==> src/rtl/cpu_controller.sv <==
// rtl/cpu_controller.sv - instruction register, decoder and Moore sequencer for the lab CPU datapath
module cpu_controller (
    input  logic        clk,
    input  logic        reset_n,
    input  logic        s,
    input  logic        load,
    input  logic [15:0] in,
    output logic [2:0]  nsel,
    output logic        write,
    output logic        loada,
    output logic        loadb,
    output logic        loadc,
    output logic        loads,
    output logic        asel,
    output logic        bsel,
    output logic [1:0]  vsel,
    output logic [1:0]  shift,
    output logic [1:0]  ALUop,
    output logic [15:0] sximm8,
    output logic        w,
    output logic        illegal
);
    typedef enum logic [2:0] {
        S_WAIT,
        S_DECODE,
        S_GET_A,
        S_GET_B,
        S_CALC,
        S_WRITE_REG,
        S_WRITE_IMM
    } state_t;

    state_t      state;
    state_t      state_next;
    logic [15:0] ir;
    logic        illegal_q;

    logic [2:0] opcode;
    logic [1:0] op;
    logic [1:0] sh;
    logic       is_mov_imm;
    logic       is_mov_reg;
    logic       is_alu;
    logic       is_cmp;
    logic       is_mvn;
    logic       is_legal;

    assign opcode = ir[15:13];
    assign op     = ir[12:11];
    assign sh     = ir[4:3];

    assign is_mov_imm = (opcode == 3'b110) && (op == 2'b10);
    assign is_mov_reg = (opcode == 3'b110) && (op == 2'b00);
    assign is_alu     = (opcode == 3'b101);
    assign is_cmp     = is_alu && (op == 2'b01);
    assign is_mvn     = is_alu && (op == 2'b11);
    assign is_legal   = is_mov_imm || is_mov_reg || is_alu;

    // Register selection is one-hot via nsel; the Rn field itself is consumed by the datapath
    logic unused_rn;
    assign unused_rn = ^ir[10:8];

    assign sximm8  = {{8{ir[7]}}, ir[7:0]};
    assign illegal = illegal_q;

    always_ff @(posedge clk or negedge reset_n) begin
        if (!reset_n) begin
            state     <= S_WAIT;
            ir        <= 16'h0000;
            illegal_q <= 1'b0;
        end else begin
            state <= state_next;
            if (state == S_WAIT && load) begin
                ir <= in;
            end
            if (state == S_DECODE && !is_legal) begin
                illegal_q <= 1'b1;
            end
        end
    end

    always_comb begin
        state_next = state;
        nsel       = 3'b000;
        write      = 1'b0;
        loada      = 1'b0;
        loadb      = 1'b0;
        loadc      = 1'b0;
        loads      = 1'b0;
        asel       = 1'b0;
        bsel       = 1'b0;
        vsel       = 2'b00;
        shift      = 2'b00;
        ALUop      = 2'b00;
        w          = 1'b0;

        case (state)
            S_WAIT: begin
                w = 1'b1;
                if (s) begin
                    state_next = S_DECODE;
                end
            end
            S_DECODE: begin
                if (is_mov_imm) begin
                    state_next = S_WRITE_IMM;
                end else if (is_mov_reg || is_mvn) begin
                    state_next = S_GET_B;
                end else if (is_alu) begin
                    state_next = S_GET_A;
                end else begin
                    state_next = S_WAIT;
                end
            end
            S_GET_A: begin
                nsel       = 3'b100;
                loada      = 1'b1;
                state_next = S_GET_B;
            end
            S_GET_B: begin
                nsel       = 3'b001;
                loadb      = 1'b1;
                shift      = sh;
                state_next = S_CALC;
            end
            S_CALC: begin
                shift = sh;
                // Single-operand moves zero the A side so the ALU passes (or inverts) B
                asel  = is_mov_reg || is_mvn;
                ALUop = is_mov_reg ? 2'b00 : op;
                if (is_cmp) begin
                    loads      = 1'b1;
                    state_next = S_WAIT;
                end else begin
                    loadc      = 1'b1;
                    state_next = S_WRITE_REG;
                end
            end
            S_WRITE_REG: begin
                nsel       = 3'b010;
                vsel       = 2'b00;
                write      = 1'b1;
                state_next = S_WAIT;
            end
            S_WRITE_IMM: begin
                nsel       = 3'b100;
                vsel       = 2'b01;
                write      = 1'b1;
                state_next = S_WAIT;
            end
            default: begin
                state_next = S_WAIT;
            end
        endcase
    end
endmodule

==> config.mk <==
export PLATFORM = sky130hd
export DESIGN_NAME = cpu_controller
export DESIGN_NICKNAME = d
export VERILOG_FILES = /design/src/rtl/cpu_controller.sv
export SDC_FILE = /design/constraint.sdc
export NUM_CORES = 1
export LEC_CHECK = 0
export ABC_AREA = 1
export CELL_PAD_IN_SITES_DETAIL_PLACEMENT = 1
export CELL_PAD_IN_SITES_GLOBAL_PLACEMENT = 1
export CORE_MARGIN = 4
export CORE_UTILIZATION = 29
export CTS_BUF_LIST = sky130_fd_sc_hd__clkbuf_4 sky130_fd_sc_hd__clkbuf_8
export CTS_CLUSTER_SIZE = 16
export DETAILED_ROUTE_END_ITERATION = 8
export PLACE_DENSITY_LB_ADDON = 0.1
export REMOVE_ABC_BUFFERS = 1
export SETUP_SLACK_MARGIN = 0.15
export SLEW_MARGIN = 20
export SYNTH_ARGS = -nofsm -noshare
export SYNTH_HDL_FRONTEND = slang
export SYNTH_SLANG_ARGS = --single-unit
==> constraint.sdc <==
create_clock -name clk -period 3.3 [get_ports clk]
set_clock_uncertainty 0.15 [all_clocks]
set_input_delay 0.33 -clock clk [delete_from_list [all_inputs] [get_ports clk]]
set_output_delay 0.33 -clock clk [all_outputs]
set_load 0.03 [all_outputs]
==> results.rst, run 1 <==
.. list-table::
   :header-rows: 1

   * - Metric
     - Value
   * - Total overflow reported by the global router
     - 0
   * - Met1 usage
     - 0.1332
   * - Post-synthesis sequential element count
     - 17
   * - Clock net sink count
     - 17
   * - Period utilization
     - 0.7584
   * - Wire length of the first global-routing pass
     - 4077 um
   * - Class of the worst hold path
     - reg2reg
   * - Post-detail-place hpwl
     - 1937 um
   * - Number of violations of the max-capacitance limit
     - 0
   * - Type of the worst setup path
     - reg2out
   * - Antenna Violating Nets Remaining
     - 0
   * - Share of the yosys chip area belonging to registers
     - 0.4326
   * - End of the critical path
     - shift[0]
   * - Slew at the pin closest to its max-slew limit
     - around 0.8 ns
   * - CP startpoint kind
     - flop
   * - Synthesized area per cell
     - 7.565 um2
   * - Highest attainable clock frequency
     - 399.6 MHz
   * - All-layer global routing usage
     - 0.1208
   * - Startpoint of the tightest hold check path
     - illegal$_DFFE_PN0P_
   * - Clock slew at reported path FFs
     - ~0.10 ns
   * - Highest ir drop seen on vdd
     - 0.5653 mV
   * - Post-layout min period
     - around 2.5 ns
   * - Net count reported at finish
     - roughly 180
   * - Most used routing layer in global routing
     - met2
   * - Yosys top cell area share
     - 0.4326
   * - CTS tree
     - done
   * - Die Wd
     - between 60 and 70 um
   * - Global routing usage on met2
     - 0.2119
   * - Hold buffer count at CTS
     - 0
   * - Deepest level of the CTS H-tree
     - 1
   * - Drt first pass iters
     - 4
   * - Antenna diode count
     - 0
   * - Total number of vias
     - slightly below 900
   * - Area of the die
     - 0.004387 mm2
   * - Total count of hold-check failures in the final report
     - 0
   * - Area of the core
     - approximately 0.0032 mm2
   * - Commonest cells post-synth
     - nand2_1, nor2_1, buf_4
   * - Post-cts sizing count
     - 0
   * - Number of synthesis warnings
     - 0
   * - Pins Over Slew Limit
     - 0
   * - DP Area
     - between 0.001 and 0.0015 mm2
   * - Library cell with the highest instance count after synthesis
     - nand2_1
   * - Boundary pin count
     - between 50 and 60
   * - Pin count of the biggest net entering global routing
     - 18
   * - Top area cells in the synthesized netlist
     - dfrtp_1, buf_4, nand2_1
   * - Starting utilization of the core area
     - 0.3119
   * - Netlist area before placement
     - ~980 um2
   * - Dominant delay contributor by cell family on the critical path
     - buffers and inverters
   * - Origin of the worst setup path
     - state[2]$_DFFE_PN0P_
   * - Leak Pwr
     - between 0.6 and 0.7 nW
   * - Cell type contributing the most total cell area after synthesis
     - dfrtp_1
   * - Most repeated library cell on the critical path
     - nor2_1
   * - Unrepaired setup endpoints after global routing
     - false
   * - Share of total power consumed by net switching
     - 0.4882
   * - Slowest cell on the critical path
     - clkdlybuf4s50_1
   * - Antenna violations before repair
     - 0
   * - Growth of design area from synthesis to finish
     - 40.71%
   * - Fin Setup TNS
     - 0 ns
   * - Power Dens Cells
     - 897.7 mW/mm2
   * - Power share of the sequential group
     - 0.295
   * - Internal reg-to-reg setup slack
     - between 1.5 and 2 ns
   * - Port buffer count
     - 48
   * - Final core utilization
     - 0.4389
   * - Final count of negative-setup-slack endpoints
     - 0
   * - Critical Path Stages
     - 6
   * - DRT iter0 DRCs
     - 6
   * - FP Rows
     - 20
   * - Clock buffer count from CTS
     - 3
   * - Count of different cell masters after synthesis
     - 17
   * - Gpl congestion
     - approximately 0.78
   * - Top flip-flop cell by instance count after synthesis
     - dfrtp_1
   * - Crit-path max cell delay
     - 0.68 ns
   * - Internal power component
     - around 0.64 mW
   * - Arrival time at the worst endpoint
     - a little over 2 ns
   * - Filler cell count in the final layout
     - just under 400
   * - Total net switching power
     - 0.6065 mW
   * - Worst hold slack across all endpoints
     - 0.3163 ns
   * - Worst r2r path cells
     - 6
   * - Met3 GRT Util
     - 0.03061
   * - Worst path bufs/invs
     - 2
   * - Post-Route WL
     - 2413 um
   * - Result of the run
     - completed
   * - Crit end category
     - output port
   * - Beginning of the worst register-to-register path
     - state[0]$_DFFE_PN0P_
   * - Largest fanout of any net on the critical path
     - 5
   * - Mean number of vias per cell
     - 4.346
   * - Height of the die
     - roughly 66 um
   * - Final Instance Area
     - approximately 0.0014 mm2
   * - Maximum count of clock buffers along a single path
     - 2
   * - Share of total power in combinational logic
     - 0.608
   * - FFs w/ async S/R, synth
     - 1.000
   * - Cells traversed along the worst timing path
     - inv_2 > nand2_1 > nor2_1 > nor2_1 > nor2_1 > clkdlybuf4s50_1
   * - Clock network fraction of design power
     - 0.096
   * - Clock network latency to the later pin of the worst-skew pair
     - 0.29 ns
   * - Worst R2R End
     - ir[4]$_DFFE_PN0P_
   * - Share of post-route cells with drive strength above 1
     - 0.06211
   * - Number of global-route vias before repair
     - roughly 980
   * - Number of flops mapped to enable cells by yosys
     - 0
   * - Syn Inst Count
     - between 100 and 150
   * - Worst slew margin relative to its limit
     - 0.4750
   * - Clock root buffer master
     - clkbuf_4
   * - Post-route DRC violation count
     - 0
   * - CP required
     - 2.82 ns
   * - Post-CTS setup buffer count
     - 0
   * - Routed WL per cell
     - between 10 and 15 um
## worst register-to-register path, stage by stage (launching register included)
cell	delay, ns
dfrtp_1	0.45
nor2_2	0.16
nand2_2	0.08
inv_2	0.18
nand2_4	0.17
nor2_1	0.16
a21oi_2	0.04
## flip-flops by register name, indices dropped and copies added, names as in the netlist
signal	flops
illegal	1
state	3
ir	13
## power groups by stage
stage / logic (mW) / registers (mW) / clock network, mW
floorplan: 0.259 / 0.551 / 0
global placement: 0.758 / 0.367 / 0
detailed placement: 0.765 / 0.372 / 0
CTS: 0.769 / 0.369 / 0.128
global route: 0.821 / 0.386 / 0.138
finish: 0.756 / 0.367 / 0.120
## kinds of logic after synthesis
family,synth area share
simple gates,0.2774
buf+inv,0.2176
flops,0.4326
compound gates,0.06871
other cells,0.003813
## worst min path at each step
stage	endpoint	slack (ns)	cells after the start
2_1_floorplan	illegal$_DFFE_PN0P_	-0.12	0
3_5_place_dp	illegal$_DFFE_PN0P_	0.30	1
3_3_place_gp	illegal$_DFFE_PN0P_	0.30	1
6_report	illegal$_DFFE_PN0P_	0.32	1
5_1_grt	illegal$_DFFE_PN0P_	0.35	1
4_1_cts	illegal$_DFFE_PN0P_	0.33	1
## layout make-up
class                      instances  area [um2]  share of cell area
inverter                          12       45.04             0.03255
clock buffer                       4       30.03             0.02170
timing repair buffer              48       480.5              0.3472
multi-input combinational         80       347.8              0.2514
tap                               44       55.05             0.03978
sequential                        17       425.4              0.3074
## through the flow
step | total power, mW | worst slack [ns] | instances
6_report | 1.242 | 0.7972 | 205
5_1_grt | 1.345 | 0.6157 | 205
4_1_cts | 1.266 | 0.7288 | 205
3_5_place_dp | 1.137 | 1.076 | 201
3_3_place_gp | 1.125 | 1.131 | 201
2_1_floorplan | 0.8100 | 0.8324 | 109
## metal layers
layer  wire length, um  part of all wire
met4                33             0.014
met3               184             0.076
met5                 0                 0
met2              1122              0.46
met1              1073              0.44
## layout by cell type, fill, tap and decap left out
cell             instances
nand2_2                  1
nand2_1                 30
clkbuf_4                 4
nor2_1                  23
a21oi_1                  8
a21oi_2                  1
dfrtp_1                 17
nand3_1                 10
clkdlybuf4s50_1         48
o21ai_0                  1
nor2_2                   1
o22ai_1                  1
a21o_1                   1
conb_1                   2
inv_1                   10
nand2_4                  1
inv_2                    2
(Power assumes the default switching activity.)
==> run 2: changes to the inputs <==
--- a/config.mk
+++ b/config.mk
@@ -9,7 +9,7 @@
 export CELL_PAD_IN_SITES_DETAIL_PLACEMENT = 1
 export CELL_PAD_IN_SITES_GLOBAL_PLACEMENT = 1
 export CORE_MARGIN = 4
-export CORE_UTILIZATION = 29
+export CORE_UTILIZATION = 24
 export CTS_BUF_LIST = sky130_fd_sc_hd__clkbuf_4 sky130_fd_sc_hd__clkbuf_8
 export CTS_CLUSTER_SIZE = 16
 export DETAILED_ROUTE_END_ITERATION = 8
==> constraint.sdc (replaced) <==
create_clock -name clk -period 2.08 [get_ports clk]
set_clock_uncertainty 0.15 [all_clocks]
set_input_delay 0.208 -clock clk [delete_from_list [all_inputs] [get_ports clk]]
set_output_delay 0.208 -clock clk [all_outputs]
set_load 0.03 [all_outputs]
==> results.rst, run 2 (synthesis results as in run 1) <==
.. list-table::
   :header-rows: 1

   * - Metric
     - Value
   * - Leading cell type in the layout, fill and taps excluded
     - clkdlybuf4s50_1
   * - Class of the worst hold path
     - in2async
   * - Arrival time at the worst endpoint
     - 1.48 ns (-0.54 ns)
   * - Drt first pass iters
     - 3 (-1)
   * - Boundary pin count
     - 54 (unchanged)
   * - CP startpoint kind
     - flop
   * - Clock network fraction of design power
     - 0.129 (+0.033)
   * - Highest ir drop seen on vdd
     - 0.6993 mV (+24%)
   * - Total number of vias
     - 880 (-1.2%)
   * - Starting utilization of the core area
     - 0.2476 (-0.06427)
   * - Number of violations of the max-capacitance limit
     - 0 (unchanged)
   * - Clock root buffer master
     - clkbuf_8
   * - Post-layout min period
     - around 1.8 ns
   * - Type of the worst setup path
     - reg2out
   * - Mean number of vias per cell
     - 4.074 (-6.3%)
   * - Area of the die
     - 0.005186 mm2 (+18%)
   * - Antenna violations before repair
     - 0 (unchanged)
   * - Wire length of the first global-routing pass
     - 4181 um (+2.6%)
   * - Routed WL per cell
     - 11.53 um (-2.0%)
   * - Largest register FFs
     - 13 (unchanged)
   * - Clock buffer count from CTS
     - 3 (unchanged)
   * - Final count of negative-setup-slack endpoints
     - 0 (unchanged)
   * - Area occupied by registers
     - 425.4 um2 (unchanged)
   * - Post-detail-place hpwl
     - 1989 um (+2.7%)
   * - CP required
     - 1.72 ns (-1.10 ns)
   * - Area of the core
     - 0.003971 mm2 (+26%)
   * - Total power after layout
     - 2.042 mW (+64%)
   * - Gpl congestion
     - 0.6736 (-13%)
   * - Total net switching power
     - 0.9769 mW (+61%)
   * - Number of global-route vias before repair
     - 875 (-10%)
   * - Unrepaired setup endpoints after global routing
     - false
   * - Final WS setup
     - 0.2413 ns (-0.5560 ns)
   * - Beginning of the worst register-to-register path
     - state[0]$_DFFE_PN0P_
   * - Net count reported at finish
     - 187 (+2.7%)
   * - Top reg by flops
     - ir
   * - Slowest cell on the critical path
     - clkdlybuf4s50_1
   * - Filler cell count in the final layout
     - 485 (+22%)
   * - Fin Setup TNS
     - 0 ns (unchanged)
   * - Share of total power in combinational logic
     - 0.584 (-0.024)
   * - Pins Over Slew Limit
     - 0 (unchanged)
   * - Combined area of the multi-input logic cells
     - 350.3 um2 (+0.72%)
   * - Power Dens Cells
     - 1454 mW/mm2 (+62%)
   * - Post-Route WL
     - 2491 um (+3.2%)
   * - Total overflow reported by the global router
     - 0 (unchanged)
   * - Hold buffer count at CTS
     - 0 (unchanged)
   * - DRT iter0 DRCs
     - 21 (+15)
   * - FP Rows
     - 23 (+15%)
   * - Period utilization
     - 0.8840
   * - Internal reg-to-reg setup slack
     - 0.59 ns (-1.20 ns)
   * - All-layer global routing usage
     - 0.1022 (-0.01863)
   * - Pre-CTS worst setup slack
     - 0.09729 ns (-0.9785 ns)
   * - Result of the run
     - completed
   * - Worst R2R End
     - ir[4]$_DFFE_PN0P_
   * - Dominant delay contributor by cell family on the critical path
     - buffers and inverters
   * - Share of total power consumed by net switching
     - 0.4785 (-0.009669)
   * - Height of the die
     - 72.02 um (+8.7%)
   * - Die Wd
     - 72.02 um (+8.7%)
   * - Clock network latency to the later pin of the worst-skew pair
     - 0.25 ns (-0.04 ns)
   * - Most frequent cells in the layout
     - clkdlybuf4s50_1, nand2_1, nor2_1, dfrtp_1
   * - Antenna diode count
     - 0 (unchanged)
   * - Largest fanout of any net on the critical path
     - 10 (+5)
   * - Crit end category
     - output port
   * - Post-route DRC violation count
     - 0 (unchanged)
   * - CTS tree
     - done
   * - Worst r2r path cells
     - 7 (+1)
   * - Clock net sink count
     - 17 (unchanged)
   * - Leak Pwr
     - 0.7250 nW (+12%)
   * - Growth of design area from synthesis to finish
     - 42.75%
   * - Pin count of the biggest net entering global routing
     - 18 (unchanged)
   * - Crit-path max cell delay
     - 0.74 ns (+0.06 ns)
   * - Internal power component
     - 1.065 mW (+67%)
   * - Worst path bufs/invs
     - 1 (-1)
   * - Port buffer count
     - 48 (unchanged)
   * - Clock slew at reported path FFs
     - 0.07 ns (-0.03 ns)
   * - Total count of hold-check failures in the final report
     - 0 (unchanged)
   * - Highest attainable clock frequency
     - between 500 and 600 MHz
   * - Share of post-route cells with drive strength above 1
     - 0.1566 (+0.09451)
   * - Deepest level of the CTS H-tree
     - 1 (unchanged)
   * - Antenna Violating Nets Remaining
     - 0 (unchanged)
   * - Cells traversed along the worst timing path
     - clkdlybuf4s50_1
   * - Maximum count of clock buffers along a single path
     - 2 (unchanged)
   * - Power share of the sequential group
     - 0.287 (-0.008)
==> run 2: worst register-to-register path: cells and delay by family (launching register included) <==
kind / cells / cell delay, ns
AO/OA/AOI/OAI: 1 / 0.04
buffers and inverters: 2 / 0.22
flip-flops: 1 / 0.43
AND/OR/NAND/NOR: 4 / 0.53
==> run 2: routing by layer <==
layer | vias up | wire, um | GRT usage
met5 | - | 0 | 0
met4 | 0 | 46 | 0.05010
met1 | 394 | 1128 | 0.1280
met3 | 4 | 181 | 0.02493
li1 | 453 | - | -
met2 | 29 | 1135 | 0.1643
==> run 2: layout make-up <==
class | instances | share of cell area
clock buffer | 4 | 0.03476
sequential | 17 | 0.3030
timing repair buffer | 53 | 0.3360
inverter | 12 | 0.03209
multi-input combinational | 80 | 0.2496
tap | 50 | 0.04456
==> run 2: worst max-delay path by stage <==
stage | from | to | slack [ns] | cells past startpoint
final | ir[7]$_DFFE_PN0P_ | sximm8[9] | 0.24 | 1
after floorplan | ir[7]$_DFFE_PN0P_ | ir[7]$_DFFE_PN0P_ | -0.27 | 2
after CTS | state[0]$_DFFE_PN0P_ | asel | 0.09 | 5
after global routing | state[0]$_DFFE_PN0P_ | loads | 0.16 | 5
after detailed placement | state[0]$_DFFE_PN0P_ | asel | 0.1 | 5
after global placement | state[2]$_DFFE_PN0P_ | shift[1] | 0.11 | 6
==> run 2: metrics by stage <==
step / area [um2] / instances / util / hold WS (ns)
after CTS: 1440 / 216 / 0.3626 / 0.1339
after global routing: 1404 / 216 / 0.3535 / 0.1501
after floorplan: 818.3 / 109 / - / -0.2376
after global placement: 1399 / 212 / 0.3522 / 0.2947
after detailed placement: 1399 / 212 / 0.3522 / 0.3143
final: 1404 / 216 / 0.3535 / 0.1268
==> run 2: power by group through the flow <==
| stage | logic, mW | clock network, mW | registers (mW) |
|---|---|---|---|
| 3_3_place_gp | 1.23 | 0 | 0.586 |
| 5_1_grt | 1.30 | 0.294 | 0.611 |
| 6_report | 1.19 | 0.264 | 0.585 |
| 3_5_place_dp | 1.24 | 0 | 0.593 |
| 4_1_cts | 1.22 | 0.277 | 0.589 |
| 2_1_floorplan | 0.411 | 0 | 0.874 |
==> run 2: timing repair <==
| item | CTS | global route |
|---|---|---|
| buffers inserted | 0 | 0 |
| pin swaps | 0 | 0 |
| resized for setup | 22 | 18 |
| endpoints found under the setup margin | 14 | 11 |
==> run 3: changes to the inputs <==
--- a/config.mk
+++ b/config.mk
@@ -6,6 +6,7 @@
 export NUM_CORES = 1
 export LEC_CHECK = 0
 export ABC_AREA = 1
+export ABC_CLOCK_PERIOD_IN_PS = 2080
 export CELL_PAD_IN_SITES_DETAIL_PLACEMENT = 1
 export CELL_PAD_IN_SITES_GLOBAL_PLACEMENT = 1
 export CORE_MARGIN = 4
==> results of run 3 <==
Final layout, timing and power as in run 2 (identical DEF).
